<file path="src/rtl/parking_pkg.sv">
// ----------------------------------------------------------------------------
// parking_pkg
// Shared constants and types for the parking gate controller slice.
//   DEFAULT_NUM_SLOTS   : default number of parking slots
//   DEFAULT_GATE_CYCLES : default number of cycles the gate stays open per car
//   SLOT_IDX_W          : width of a binary slot index
//   GATE_CNT_W          : width of the gate down-counter
//   gate_state_t        : controller FSM encoding (IDLE, GATE)
//   onehot_to_index     : converts a one-hot slot vector into a binary index
// ----------------------------------------------------------------------------
package parking_pkg;

    localparam int               DEFAULT_NUM_SLOTS   = 4;
    localparam int               GATE_CNT_W          = 24;
    localparam logic [GATE_CNT_W-1:0] DEFAULT_GATE_CYCLES = 24'd5_000_000;
    localparam int               SLOT_IDX_W          = $clog2(DEFAULT_NUM_SLOTS);

    typedef enum logic [0:0] {
        ST_IDLE = 1'b0,
        ST_GATE = 1'b1
    } gate_state_t;

    // Binary index of the set bit of a one-hot slot vector (0 when empty).
    function automatic logic [SLOT_IDX_W-1:0] onehot_to_index(
        input logic [DEFAULT_NUM_SLOTS-1:0] onehot
    );
        logic [SLOT_IDX_W-1:0] idx;
        idx = '0;
        for (int i = 0; i < DEFAULT_NUM_SLOTS; i++) begin
            if (onehot[i]) begin
                idx = i[SLOT_IDX_W-1:0];
            end
        end
        return idx;
    endfunction

endpackage

</file>
<file path="src/rtl/parking_gate_controller_if.sv">
// ----------------------------------------------------------------------------
// parking_gate_controller_if
// Bundles the sensor requests and the controller status/pulse outputs.
//   master : gate sensors / buttons side (drives entry_req, exit_req)
//   slave  : parking_gate_controller side (drives acks, pulses, gate, status)
// Signals:
//   entry_req  level entry request, held until entry_ack
//   exit_req   per-slot level exit requests, held until matching car_exit
//   entry_ack  one-cycle entry grant pulse
//   car_entry  one-hot one-cycle pulse, slot just allocated
//   car_exit   one-hot one-cycle pulse, slot just released
//   gate_open  gate actuator drive
//   occupied   slot occupancy map
//   lot_full   all slots occupied
//   busy       controller not idle
// ----------------------------------------------------------------------------
interface parking_gate_controller_if #(
    parameter int NUM_SLOTS = parking_pkg::DEFAULT_NUM_SLOTS
);
    logic                 entry_req;
    logic [NUM_SLOTS-1:0] exit_req;
    logic                 entry_ack;
    logic [NUM_SLOTS-1:0] car_entry;
    logic [NUM_SLOTS-1:0] car_exit;
    logic                 gate_open;
    logic [NUM_SLOTS-1:0] occupied;
    logic                 lot_full;
    logic                 busy;

    modport master (
        output entry_req,
        output exit_req,
        input  entry_ack,
        input  car_entry,
        input  car_exit,
        input  gate_open,
        input  occupied,
        input  lot_full,
        input  busy
    );

    modport slave (
        input  entry_req,
        input  exit_req,
        output entry_ack,
        output car_entry,
        output car_exit,
        output gate_open,
        output occupied,
        output lot_full,
        output busy
    );
endinterface

</file>
<file path="src/rtl/parking_gate_controller_slot_allocator.sv">
// ----------------------------------------------------------------------------
// slot_allocator
// Lowest-index-first priority encoder.
//   req   in  WIDTH  candidate vector
//   grant out WIDTH  one-hot, lowest set bit of req (zero when req is zero)
//   valid out 1      at least one candidate present
// ----------------------------------------------------------------------------
module slot_allocator #(
    parameter int WIDTH = parking_pkg::DEFAULT_NUM_SLOTS
) (
    input  logic [WIDTH-1:0] req,
    output logic [WIDTH-1:0] grant,
    output logic             valid
);

    always_comb begin
        logic found;
        grant = '0;
        found = 1'b0;
        for (int i = 0; i < WIDTH; i++) begin
            if (req[i] && !found) begin
                grant[i] = 1'b1;
                found    = 1'b1;
            end
        end
    end

    assign valid = |req;

endmodule

</file>
<file path="src/rtl/parking_gate_controller.sv">
// ----------------------------------------------------------------------------
// parking_gate_controller
// Sequences the shared entry/exit gate: arbitrates one entry requester
// against per-slot exit requesters, allocates the lowest free slot to each
// arriving car, tracks occupancy and holds the gate open for GATE_CYCLES
// cycles after every grant.
// Ports:
//   clk    system clock, rising edge
//   reset  asynchronous, active-high, clears all state
//   bus    parking_gate_controller_if.slave (requests in, pulses/status out)
// Parameters:
//   NUM_SLOTS    number of slots (must match the interface)
//   GATE_CYCLES  cycles gate_open stays high per grant, >= 1
// Build option:
//   PARKING_ROUND_ROBIN_EN  contested entry/exit cycles alternate winner,
//                           entry first after reset; otherwise exit always
//                           wins a contested cycle.
// ----------------------------------------------------------------------------
module parking_gate_controller
    import parking_pkg::*;
#(
    parameter int                    NUM_SLOTS   = DEFAULT_NUM_SLOTS,
    parameter logic [GATE_CNT_W-1:0] GATE_CYCLES = DEFAULT_GATE_CYCLES
) (
    input  logic                        clk,
    input  logic                        reset,
    parking_gate_controller_if.slave    bus
);

    gate_state_t             state_reg, state_next;
    logic [GATE_CNT_W-1:0]   cnt_reg, cnt_next;

    logic [NUM_SLOTS-1:0]    occupied_reg, occupied_next;
    logic [NUM_SLOTS-1:0]    car_entry_reg, car_entry_next;
    logic [NUM_SLOTS-1:0]    car_exit_reg, car_exit_next;
    logic                    entry_ack_reg, entry_ack_next;
    logic                    gate_open_reg, gate_open_next;
    logic                    busy_reg, busy_next;

`ifdef PARKING_ROUND_ROBIN_EN
    // 1 means exit gets the next contested cycle.
    logic                    rr_exit_reg, rr_exit_next;
`endif

    logic [NUM_SLOTS-1:0]    free_onehot;
    logic                    free_valid;
    logic [NUM_SLOTS-1:0]    exit_cand;
    logic [NUM_SLOTS-1:0]    exit_onehot;
    logic                    exit_valid;
    logic                    entry_valid;
    logic                    contested;
    logic                    grant_entry;
    logic                    grant_exit;

    // Entry slot: lowest free slot. Exit: lowest occupied slot requesting.
    slot_allocator #(.WIDTH(NUM_SLOTS)) u_entry_alloc (
        .req   (~occupied_reg),
        .grant (free_onehot),
        .valid (free_valid)
    );

    assign exit_cand = bus.exit_req & occupied_reg;

    slot_allocator #(.WIDTH(NUM_SLOTS)) u_exit_alloc (
        .req   (exit_cand),
        .grant (exit_onehot),
        .valid (exit_valid)
    );

    // A free slot exists exactly when the lot is not full.
    assign entry_valid = bus.entry_req & free_valid;
    assign contested   = entry_valid & exit_valid;

    // ------------------------------------------------------------------
    // State register (all state and registered outputs)
    // ------------------------------------------------------------------
    always_ff @(posedge clk or posedge reset) begin
        if (reset) begin
            state_reg     <= ST_IDLE;
            cnt_reg       <= '0;
            occupied_reg  <= '0;
            car_entry_reg <= '0;
            car_exit_reg  <= '0;
            entry_ack_reg <= 1'b0;
            gate_open_reg <= 1'b0;
            busy_reg      <= 1'b0;
`ifdef PARKING_ROUND_ROBIN_EN
            rr_exit_reg   <= 1'b0;
`endif
        end else begin
            state_reg     <= state_next;
            cnt_reg       <= cnt_next;
            occupied_reg  <= occupied_next;
            car_entry_reg <= car_entry_next;
            car_exit_reg  <= car_exit_next;
            entry_ack_reg <= entry_ack_next;
            gate_open_reg <= gate_open_next;
            busy_reg      <= busy_next;
`ifdef PARKING_ROUND_ROBIN_EN
            rr_exit_reg   <= rr_exit_next;
`endif
        end
    end

    // ------------------------------------------------------------------
    // Next-state logic: arbitration and gate timing
    // ------------------------------------------------------------------
    always_comb begin
        logic pick_exit;
        state_next  = state_reg;
        cnt_next    = cnt_reg;
        grant_entry = 1'b0;
        grant_exit  = 1'b0;
        pick_exit   = 1'b0;
`ifdef PARKING_ROUND_ROBIN_EN
        rr_exit_next = rr_exit_reg;
`endif

        case (state_reg)
            ST_IDLE: begin
                if (contested) begin
`ifdef PARKING_ROUND_ROBIN_EN
                    pick_exit    = rr_exit_reg;
                    rr_exit_next = ~rr_exit_reg;
`else
                    pick_exit    = 1'b1;
`endif
                    grant_exit  = pick_exit;
                    grant_entry = ~pick_exit;
                end else begin
                    grant_exit  = exit_valid;
                    grant_entry = entry_valid;
                end

                if (grant_entry || grant_exit) begin
                    state_next = ST_GATE;
                    cnt_next   = GATE_CYCLES - 1'b1;
                end
            end

            ST_GATE: begin
                if (cnt_reg == '0) begin
                    state_next = ST_IDLE;
                end else begin
                    cnt_next = cnt_reg - 1'b1;
                end
            end

            default: begin
                state_next = ST_IDLE;
                cnt_next   = '0;
            end
        endcase
    end

    // ------------------------------------------------------------------
    // Output logic: next values of the registered outputs
    // ------------------------------------------------------------------
    always_comb begin
        entry_ack_next = grant_entry;
        car_entry_next = grant_entry ? free_onehot : '0;
        car_exit_next  = grant_exit  ? exit_onehot : '0;
        occupied_next  = (occupied_reg | car_entry_next) & ~car_exit_next;
        // Gate and busy follow the state being entered so they line up
        // with the registered state in the same cycle.
        gate_open_next = (state_next == ST_GATE);
        busy_next      = (state_next != ST_IDLE);
    end

    assign bus.entry_ack = entry_ack_reg;
    assign bus.car_entry = car_entry_reg;
    assign bus.car_exit  = car_exit_reg;
    assign bus.gate_open = gate_open_reg;
    assign bus.occupied  = occupied_reg;
    assign bus.lot_full  = &occupied_reg;
    assign bus.busy      = busy_reg;

endmodule

</file>
<file path="src/flat_wrapper.sv">
// flat-port wrapper written by rule: the top's interface ports become plain ports
module parking_gate_controller_flat import parking_pkg::*;
#(
    parameter int                    NUM_SLOTS   = DEFAULT_NUM_SLOTS,
    parameter logic [GATE_CNT_W-1:0] GATE_CYCLES = DEFAULT_GATE_CYCLES
)
  (clk, reset, bus_entry_req, bus_exit_req, bus_entry_ack, bus_car_entry, bus_car_exit, bus_gate_open, bus_occupied, bus_lot_full, bus_busy);
  parking_gate_controller_if #(.NUM_SLOTS(NUM_SLOTS)) bus_i ();
  input  logic clk;
  input  logic reset;
  input wire logic [$bits(bus_i.entry_req)-1:0] bus_entry_req;
  input wire logic [$bits(bus_i.exit_req)-1:0] bus_exit_req;
  output wire logic [$bits(bus_i.entry_ack)-1:0] bus_entry_ack;
  output wire logic [$bits(bus_i.car_entry)-1:0] bus_car_entry;
  output wire logic [$bits(bus_i.car_exit)-1:0] bus_car_exit;
  output wire logic [$bits(bus_i.gate_open)-1:0] bus_gate_open;
  output wire logic [$bits(bus_i.occupied)-1:0] bus_occupied;
  output wire logic [$bits(bus_i.lot_full)-1:0] bus_lot_full;
  output wire logic [$bits(bus_i.busy)-1:0] bus_busy;
  assign bus_i.entry_req = bus_entry_req;
  assign bus_i.exit_req = bus_exit_req;
  assign bus_entry_ack = bus_i.entry_ack;
  assign bus_car_entry = bus_i.car_entry;
  assign bus_car_exit = bus_i.car_exit;
  assign bus_gate_open = bus_i.gate_open;
  assign bus_occupied = bus_i.occupied;
  assign bus_lot_full = bus_i.lot_full;
  assign bus_busy = bus_i.busy;
  parking_gate_controller #(.NUM_SLOTS(NUM_SLOTS), .GATE_CYCLES(GATE_CYCLES)) u_core (.clk(clk), .reset(reset), .bus(bus_i));
endmodule
</file>
<file path="config.mk">
export PLATFORM = sky130hd
export DESIGN_NAME = parking_gate_controller_flat
export DESIGN_NICKNAME = d
export VERILOG_FILES = /design/src/rtl/parking_pkg.sv /design/src/rtl/parking_gate_controller_if.sv /design/src/rtl/parking_gate_controller_slot_allocator.sv /design/src/rtl/parking_gate_controller.sv /design/src/flat_wrapper.sv
export SDC_FILE = /design/constraint.sdc
export NUM_CORES = 1
export LEC_CHECK = 0
export BUFFER_PORTS_ARGS = -buffer_cell sky130_fd_sc_hd__buf_2
export CAP_MARGIN = 30
export CORE_MARGIN = 10
export CORE_UTILIZATION = 25
export DETAILED_ROUTE_END_ITERATION = 8
export GPL_ROUTABILITY_DRIVEN = 1
export PLACE_DENSITY_LB_ADDON = 0.12
export SYNTH_ARGS = -nofsm -noshare
export SYNTH_HDL_FRONTEND = slang
export SYNTH_HIERARCHICAL = 1
export SYNTH_SLANG_ARGS = --single-unit
</file>
<file path="constraint.sdc">
create_clock -name clk -period 3.1 [get_ports clk]
set_clock_uncertainty 0.15 [all_clocks]
set_input_delay 0.62 -clock clk [delete_from_list [all_inputs] [get_ports clk]]
set_output_delay 0.62 -clock clk [all_outputs]
set_load 0.01 [all_outputs]
</file>
==> results of run 1 <==
path summary, 6_finish.rpt:
kind | cells after the start | start | end
min reg2reg | 1 | u_core/cnt_reg[23] | u_core/cnt_reg[23]
max | 4 | u_core/cnt_reg[14] | u_core/cnt_reg[0]
max reg2reg | 4 | u_core/cnt_reg[14] | u_core/cnt_reg[0]
min | 3 | reset | u_core/bus.entry_ack
min in group clk | 1 | u_core/cnt_reg[23] | u_core/cnt_reg[23]
max in group asynchronous | 3 | reset | u_core/cnt_reg[9]
metal layers:
layer  GRT usage, %  up-vias
li1               -      796
met1           10.9      796
met2           13.1       28
met3           2.49        4
met4           3.13        0
met5              0        -
worst register-to-register path: stages (launching register included):
cell and delay, ns:
dfrtp_1 0.42, or4_4 0.60, or4_4 0.64, o21ai_2 0.29, mux2i_1 0.21
logic make-up after synthesis:
family | after synthesis | synth area share (%)
buf+inv | 19 | 4.78
flops | 38 | 46.0
simple gates | 106 | 30.7
mux | 17 | 8.24
fa+ha+maj | 2 | 1.21
compound gates | 27 | 9.03
synth_stat cells:
cell / count / share of area (%)
or4_4: 3 / 1.6
a2111oi_0: 2 / 0.85
or4_1: 2 / 0.73
or3_1: 6 / 1.8
o211ai_1: 1 / 0.36
o21ai_1: 4 / 0.97
nor2b_1: 3 / 0.91
nand3_1: 8 / 1.9
inv_1: 8 / 1.5
or3b_1: 2 / 0.85
buf_6: 2 / 1.1
a211oi_1: 2 / 0.73
a311oi_2: 1 / 0.73
a41oi_1: 1 / 0.42
o21ai_0: 2 / 0.48
nand2_1: 13 / 2.4
or4b_1: 1 / 0.48
o31ai_1: 1 / 0.36
and4_1: 1 / 0.42
buf_1: 1 / 0.18
nor2_1: 19 / 3.5
buf_4: 3 / 1.1
nor3b_1: 2 / 0.73
buf_2: 1 / 0.24
and3_1: 1 / 0.30
nor4_2: 2 / 1.2
o21ai_2: 2 / 0.85
nor4b_1: 4 / 1.7
nor4_1: 4 / 1.2
or2_2: 2 / 0.61
nor3_1: 8 / 1.9
nor4_4: 1 / 1.0
ha_1: 2 / 1.2
a311o_1: 1 / 0.48
mux2i_1: 17 / 8.2
nand2b_1: 2 / 0.61
nand4_1: 2 / 0.61
and2_1: 18 / 5.5
a21oi_1: 8 / 1.9
clkbuf_1: 4 / 0.73
dfrtp_1: 38 / 46
nand3b_1: 2 / 0.73
o41ai_1: 2 / 0.85
per-stage QoR:
step	hold WS (ns)	instance area (µm²)	cells
3_5_place_dp	0.349	2270	329
5_1_grt	0.351	2380	336
2_1_floorplan	0.308	2070	209
4_1_cts	0.306	2380	336
3_3_place_gp	0.347	2270	329
6_report	0.284	2380	336
layout make-up:
| type | instances | area [µm²] | share of cell area (%) |
|---|---|---|---|
| multi-input cells | 152 | 1020 | 42.7 |
| repair buffers | 26 | 140 | 5.89 |
| inverters | 8 | 30.0 | 1.26 |
| clock inverters | 1 | 30.0 | 1.26 |
| flip-flops and latches | 38 | 951 | 39.9 |
| well taps | 105 | 131 | 5.52 |
| clock buffers | 6 | 82.6 | 3.47 |
layout by cell type, fill, tap and decap left out, types with 3 or more instances in the layout:
master,count
buf_2,22
nand2_1,13
clkbuf_8,6
mux2i_1,17
o21ai_1,4
nand3_1,8
nor2_1,19
or3_1,6
inv_1,8
dfrtp_1,38
nor2b_1,3
nor4_1,4
a21oi_1,8
buf_4,4
or4_4,3
nor4b_1,4
nor3_1,8
and2_1,18
where the power goes:
group          switching, W  internal, W  total [W]
clock              0.000174     0.000258   0.000432
combinational     0.0000112   0.00000394  0.0000151
sequential                0     0.000495   0.000495
==> results.yml, run 1 <==
critical_path:
  required_ns: 3.16
  start_kind: "flop"
  cpMaxStageDelayCell: "or4_4"
  critPathMaxFanout: 14
  cp_data_arrival_time_ns: 2.43
  crit_family: "simple AND/OR/NAND/NOR gates"
  cp-end-kind: "flop"
  crit_buf_inv: 0
  crit_type: "flop to flop"
  worst_path_most_repeated_cell: "or4_4"
  r2r_slack_ns: 0.73
  crit_chain: "or4_4 > or4_4 > o21ai_2 > mux2i_1"
  critPathMaxStageDelay_ns: 0.63
clock_network:
  cts_tree: "built"
  ctsHoldBuffers: 0
  cts_root_buf: "clkbuf_8"
  cts_buffer_depth: 2
  cts_sinks: 38
  htreeDepth: 2
  post_cts.repair.setup_buffers: 0
  cts_resized: 0
  clk_latency_ns: 0.29
  cts_inserted_buffers: 5
  cts.clk_slew.worst_paths_ns: 0.07
synth:
  synthCells: 209
  synth_area_per_cell_um2: 9.88
  ys_warn_count: 6
  synth_cell_types: 43
  synth_area_um2: 2070
  seq_area_frac_synth_pct: 46.0
  synth-seq-cells: 38
  synth_nets: 218
run_status:
  status: "complete, no violations"
sta:
  period_minus_slack_ns: 2.37
  slew_viol_final: 0
  rsz0062_at_grt: "false"
  tns_ns: 0
  finalCritPeriodShare_pct: 76.5
  hold_viol_final: 0
  worst_slew_pin_slew_ns: 0.713
  relSlewSlack_pct: 52.3
  finalSetupViolCount: 0
  max_freq_mhz: 422
  timing.final.ws_setup_ns: 0.729
place:
  numPortBuffers: 22
  gp_congestion: 0.735
  dp.final_hpwl_mm: 3.55
  place_ws_ns: 0.479
global_routing:
  grt_pass1_vias: 1704
  grt_max_degree: 39
  grt_pass1_wl_mm: 8.65
  grt_antenna_before_repair: 0
  grtUsageTotal_pct: 8.50
  grt_overflow_total: 0
routing:
  wl_per_cell_um: 14.9
  via_per_inst: 4.83
  top_layer_used: "met4"
  drt_iter0_drc: 30
  wl_met1_mm: 2.50
  firstDrtPassIters: 4
  dr_wl_met2_mm: 2.25
  wl_mm: 5.00
  vias: 1624
  met3_length_um: 188
  postRouteAntennaNets: 0
  drc: 0
floorplan:
  dieArea_um2: 12300
  start_util_pct: 25.4
  die-width_um: 111
  rows: 33
  ioPinCount: 23
  die_h_um: 111
  core-area_um2: 8130
layout:
  fill_cells: 877
  syn_to_final_growth_pct: 15.3
  post-route-util_pct: 29.3
  nets: 240
  diodes: 0
  drive_gt1_share_pct: 19.0
  largest_register_ff_count: 24
power_and_ir_drop:
  p_leak_nw: 1.05
  p_total_w: 0.000942
  vdd_drop_max_mv: 0.136
  power_density_nw_per_um2: 396
worst_hold_path:
  hold_class: "input pin to async pin"
run:
  drv_cap: 0
(Power assumes the default switching activity.)
==> inputs of run 2 (changes only) <==
--- a/config.mk
+++ b/config.mk
@@ -5,6 +5,7 @@
 export SDC_FILE = /design/constraint.sdc
 export NUM_CORES = 1
 export LEC_CHECK = 0
+export ABC_AREA = 1
 export BUFFER_PORTS_ARGS = -buffer_cell sky130_fd_sc_hd__buf_2
 export CAP_MARGIN = 30
 export CORE_MARGIN = 10
==> constraint.sdc (replaced) <==
create_clock -name clk -period 2.2 [get_ports clk]
set_clock_uncertainty 0.15 [all_clocks]
set_input_delay 0.44 -clock clk [delete_from_list [all_inputs] [get_ports clk]]
set_output_delay 0.44 -clock clk [all_outputs]
set_load 0.01 [all_outputs]
==> run 2 against run 1 <==
Worst setup slack got worse by 0.36 ns. Via count increased by 22%. Combinational power increased by 100%. Worst hold slack got worse by 0.18 ns. Largest cell class unchanged. Global-route usage grew 1.3 points. Sequential cell count did not move. Final area is 12% higher. Register-to-register slack worse by 0.36 ns. Largest power group unchanged. Non-clock buffer count unchanged. Sequential share of layout area down 4.1 points. Power grew 43%. First-iteration DRC count up 130%.
==> results.yml, run 2 <==
clock_network:
  cts_sinks: 38
  cts_root_buf: "clkbuf_8"
  post_cts.repair.setup_buffers: 0
  cts_inserted_buffers: 5
  cts_resized: 0
  clk_latency_ns: 0.29
  cts_tree: "built"
  htreeDepth: 2
  ctsHoldBuffers: 0
  cts_buffer_depth: 2
  cts.clk_slew.worst_paths_ns: 0.08
synth:
  synth.most_common_cell: "nand2_1"
  synthCells: 317
  synth_cell_types: 29
  synth-seq-cells: 38
  ys_warn_count: 6
  synth_commonest_cells: "nand2_1 (70), inv_1 (52), nor2_1 (43), dfrtp_1 (38), nand3_1 (37)"
  synth_area_per_cell_um2: 7.35
  seq_area_frac_synth_pct: 40.8
  synthArstFlopShare_pct: 100
  synth_flop_cell: "dfrtp_1"
  synthTopCellsByArea: "dfrtp_1 (41%), nand2_1 (11%), inv_1 (8.4%)"
  synth_nets: 326
  synth_top_area_cell: "dfrtp_1"
  synth_area_um2: 2330
  yosysTopAreaCellShare_pct: 40.8
  synth-edff-count: 0
global_routing:
  grt_busiest_layer: "met2"
  grt_pass1_vias: 2106
  grt_antenna_before_repair: 0
  grt_overflow_total: 0
  grt_use_met1_pct: 12.4
  grt_pass1_wl_mm: 10.5
  use_met3_pct: 2.93
  grtUsageTotal_pct: 9.77
  grt.met2_usage_pct: 16.0
  grt_max_degree: 39
run:
  drv_cap: 0
routing:
  via_per_inst: 4.37
  drt_iter0_drc: 68
  postRouteAntennaNets: 0
  wl_per_cell_um: 13.1
  wl_mm: 5.93
  firstDrtPassIters: 4
  drc: 0
  vias: 1981
place:
  numPortBuffers: 22
  dp.final_hpwl_mm: 4.52
  gp_congestion: 0.801
layout:
  mostFrequentLayoutCell: "nand2_1"
  largest_register_ff_count: 24
  diodes: 0
  drive_gt1_share_pct: 19.9
  syn_to_final_growth_pct: 14.0
  fill_cells: 1030
  nets: 351
  final_cell_mix: "nand2_1 (70), inv_1 (52), nor2_1 (43)"
critical_path:
  start_kind: "flop"
  cp-end-kind: "flop"
  rr_endpoint: "u_core/cnt_reg[1]"
  rr_worst_depth: 8
  cp_data_arrival_time_ns: 1.88
  required_ns: 2.24
  r2r_slack_ns: 0.37
  timing.rr.start: "u_core/cnt_reg[0]"
  critPathMaxFanout: 12
  crit_type: "flop to flop"
floorplan:
  dieArea_um2: 13600
  ioPinCount: 23
  die_h_um: 117
  die-width_um: 117
  start_util_pct: 25.4
  core-area_um2: 9150
  rows: 35
sta:
  relSlewSlack_pct: 65.7
  slew_viol_final: 0
  finalCritPeriodShare_pct: 83.3
  rsz0062_at_grt: "false"
  tns_ns: 0
  hold_viol_final: 0
  holdWs_ns: 0.107
  finalSetupViolCount: 0
  period_minus_slack_ns: 1.83
  worst_slew_pin_slew_ns: 0.514
  max_freq_mhz: 545
power_and_ir_drop:
  p_leak_nw: 1.38
  power_density_nw_per_um2: 509
  vdd_drop_max_mv: 0.196
worst_hold_path:
  hold_class: "input pin to async pin"
run_status:
  status: "complete, no violations"
run 2: cell types whose count changed after synthesis, moves of 7 or more:
cell | previous run | this run
nand2_1 | 13 | 70
inv_1 | 8 | 52
nand3_1 | 8 | 37
nor2_1 | 19 | 43
and2_1 | 18 | 0
mux2i_1 | 17 | 0
nand2_2 | 0 | 8
nor2_2 | 0 | 7
nor2_4 | 0 | 7
run 2: cells by family after synthesis:
logic type	Yosys count	synth area share, %
flip-flops	38	40.8
AND/OR/NAND/NOR	190	39.5
AO/OA/AOI/OAI	20	5.37
buffers and inverters	64	12.0
XOR/XNOR	3	1.13
adder cells (fa/ha/maj)	2	1.07
run 2: per-layer routing:
layer | part of all wire (%) | routed length (µm)
met5 | 0 | 0
met4 | 0.56 | 33
met3 | 3.7 | 222
met2 | 46 | 2750
met1 | 49 | 2930
run 2: critical path, cell delays in order (launching register included):
cell,delay [ns]
dfrtp_1,0.36
inv_1,0.15
ha_1,0.18
nand3_1,0.09
nor2_2,0.16
nand3_4,0.13
nand2_4,0.17
nand2_4,0.15
o21a_1,0.20
run 2: final cells by class:
class                   count  area (µm²)  share of cell area [%]
inverters                  56         215                    8.11
clock buffers               6        82.6                    3.11
well taps                 111         139                    5.23
multi-input cells         215        1100                    41.3
flip-flops and latches     38         951                    35.8
repair buffers             26         140                    5.28
clock inverters             1        30.0                    1.13
run 2: worst max path at each step:
stage	start	end	slack, ns	depth (start not counted)
floorplan	u_core/cnt_reg[0]	u_core/cnt_reg[10]	0.48	7
global placement	bus_exit_req[1]	u_core/cnt_reg[12]	0.30	11
detailed placement	bus_exit_req[1]	u_core/cnt_reg[1]	0.26	12
CTS	u_core/cnt_reg[0]	u_core/cnt_reg[1]	0.33	8
global route	u_core/bus.occupied[1]	u_core/cnt_reg[16]	0.15	11
finish	u_core/cnt_reg[0]	u_core/cnt_reg[1]	0.37	8
run 2: metrics by stage:
stage	instances	setup slack (ns)	total power (W)	instance area (µm²)	util (%)
floorplan	317	0.481	0.000732	2330	-
global placement	446	0.298	0.000744	2540	27.8
detailed placement	446	0.260	0.000745	2540	27.8
CTS	453	0.329	0.00138	2660	29.0
global route	453	0.146	0.00142	2660	29.0
finish	453	0.367	0.00135	2660	29.0
run 2: report_power, final:
part / internal [W] / switching [W]
Clock: 0.000363 / 0.000261
Sequential: 0.000698 / 0
Combinational: 0.00000843 / 0.0000219
Total: 0.00107 / 0.000282
==> inputs of run 3 (changes only) <==
==> constraint.sdc (replaced) <==
create_clock -name clk -period 1.75 [get_ports clk]
set_clock_uncertainty 0.15 [all_clocks]
set_input_delay 0.35 -clock clk [delete_from_list [all_inputs] [get_ports clk]]
set_output_delay 0.35 -clock clk [all_outputs]
set_load 0.01 [all_outputs]
==> run 3 against run 2 <==
Largest cell class unchanged. Critical path depth is 5 lower. Utilization is 5.8 points higher. Register-to-register slack got worse by 0.28 ns. Critical endpoint is now bus_lot_full. Power up 17%. Worst setup slack worse by 0.30 ns. Clock power grew 4.5%. Sequential power grew 26%.
==> results.yml, run 3 (synthesis gave the netlist of run 2 again) <==
clock_network:
  htreeDepth: 2
  cts_buffer_depth: 2
  cts_tree: "built"
  cts_inserted_buffers: 5
  cts_sinks: 38
  cts_root_buf: "clkbuf_8"
  clk_latency_ns: 0.29
  cts.clk_slew.worst_paths_ns: 0.08
layout:
  multi_input_area_um2: 1210
  diodes: 0
  seq_area_um2: 955
  largest_register_ff_count: 24
  mostFrequentLayoutCell: "nand2_1"
  final_cell_mix: "nand2_1 (65), buf_4 (46), inv_1 (44)"
  post-route-util_pct: 34.8
  drive_gt1_share_pct: 37.2
  nets: 400
  fin_cells: 503
  syn_to_final_growth_pct: 36.9
  fill_cells: 1000
power_and_ir_drop:
  p_int_w: 0.00121
  comb_power_share_pct: 3.2
  p_clk_share_pct: 41.3
  vdd_drop_max_mv: 0.298
  power_density_nw_per_um2: 495
  p_leak_nw: 1.63
  netSwitchingPower_w: 0.000366
  p_sw_share_pct: 23.2
  pwr-share-seq_pct: 55.6
global_routing:
  grt_pass1_vias: 2299
  grt_pass1_wl_mm: 11.3
  grt_max_degree: 39
  grt_overflow_total: 0
  grtUsageTotal_pct: 10.4
  grt_antenna_before_repair: 0
sta:
  finalSetupViolCount: 0
  slew_viol_final: 0
  timing.final.ws_setup_ns: 0.0689
  relSlewSlack_pct: 83.3
  tns_ns: 0
  hold_viol_final: 0
  max_freq_mhz: 595
  worst_slew_pin_slew_ns: 0.250
  finalCritPeriodShare_pct: 96.1
  rsz0062_at_grt: "true"
  period_minus_slack_ns: 1.68
place:
  place_inst: 487
  gp_congestion: 0.763
  dp.final_hpwl_mm: 4.96
  numPortBuffers: 22
  place_ws_ns: 0.0103
critical_path:
  start_kind: "flop"
  crit_type: "flop to output port"
  required_ns: 1.25
  cp_data_arrival_time_ns: 1.18
  critPathMaxFanout: 3
  cp-end-kind: "output port"
floorplan:
  core-area_um2: 9150
  ioPinCount: 23
  start_util_pct: 25.4
  dieArea_um2: 13600
  rows: 35
  die-width_um: 117
  die_h_um: 117
routing:
  via_per_inst: 4.26
  vias: 2144
  wl_mm: 6.45
  firstDrtPassIters: 4
  postRouteAntennaNets: 0
  drc: 0
  wl_per_cell_um: 12.8
  drt_iter0_drc: 148
worst_hold_path:
  hold_class: "input pin to flop"
run:
  drv_cap: 0
run_status:
  status: "complete, no violations"
-- run 3: final cells by class --
class	instances	area share, %
multi-input cells	215	38.0
flip-flops and latches	38	30.0
repair buffers	75	17.8
inverters	56	6.91
well taps	111	4.36
clock buffers	6	2.59
clock inverters	2	0.393
-- run 3: layer usage --
layer / track usage (%) / up-vias / share of wire [%]
li1: - / 1131 / -
met1: 13.4 / 970 / 50
met2: 17.0 / 37 / 47
met3: 2.47 / 6 / 2.9
met4: 2.42 / 0 / 0.68
met5: 0 / - / 0
-- run 3: worst paths after layout --
| check | endpoint | slack (ns) | cells after the start | start |
|---|---|---|---|---|
| setup / recovery | bus_lot_full | 0.07 | 3 | u_core/bus.occupied[3] |
| hold / removal | u_core/bus.car_exit[3] | 0.34 | 7 | bus_exit_req[3] |
| setup reg to reg | u_core/cnt_reg[3] | 0.09 | 9 | u_core/cnt_reg[11] |
| hold reg to reg | u_core/cnt_reg[22] | 0.36 | 2 | u_core/cnt_reg[22] |
| max in group asynchronous | u_core/cnt_reg[7] | 0.74 | 4 | reset |
| min in group asynchronous | u_core/bus.car_entry[3] | 0.50 | 4 | reset |
-- run 3: metrics by stage --
stage          hold WS [ns]  power, W  instance area (µm²)
3_3_place_gp          0.276  0.000943                 2900
6_report              0.341   0.00158                 3190
4_1_cts               0.315   0.00161                 3010
2_1_floorplan         0.302  0.000921                 2330
3_5_place_dp          0.278  0.000944                 2900
5_1_grt               0.381   0.00166                 3190
-- run 3: repair_timing --
| action | CTS | global route |
|---|---|---|
| buffers inserted | 0 | 8 |
| endpoints found under the hold margin | 38 | 0 |
| setup endpoints to repair | 2 | 25 |
| resized for setup | 4 | 40 |
| hold buffers | 1 | 0 |
| pin swaps | 1 | 9 |
-- run 3: power by group through the flow --
stage	combinational, W	sequential [W]	clock [W]
after floorplan	0.0000258	0.000895	0
after global placement	0.0000485	0.000895	0
after detailed placement	0.0000491	0.000895	0
after CTS	0.0000500	0.000877	0.000686
after global routing	0.0000584	0.000877	0.000726
final	0.0000498	0.000877	0.000652
-- run 3: worst max-delay path, stage by stage, from the launching register on --
cell and delay (ns):
dfrtp_1 0.37, inv_1 0.10, nor4_4 0.25, buf_2 0.17
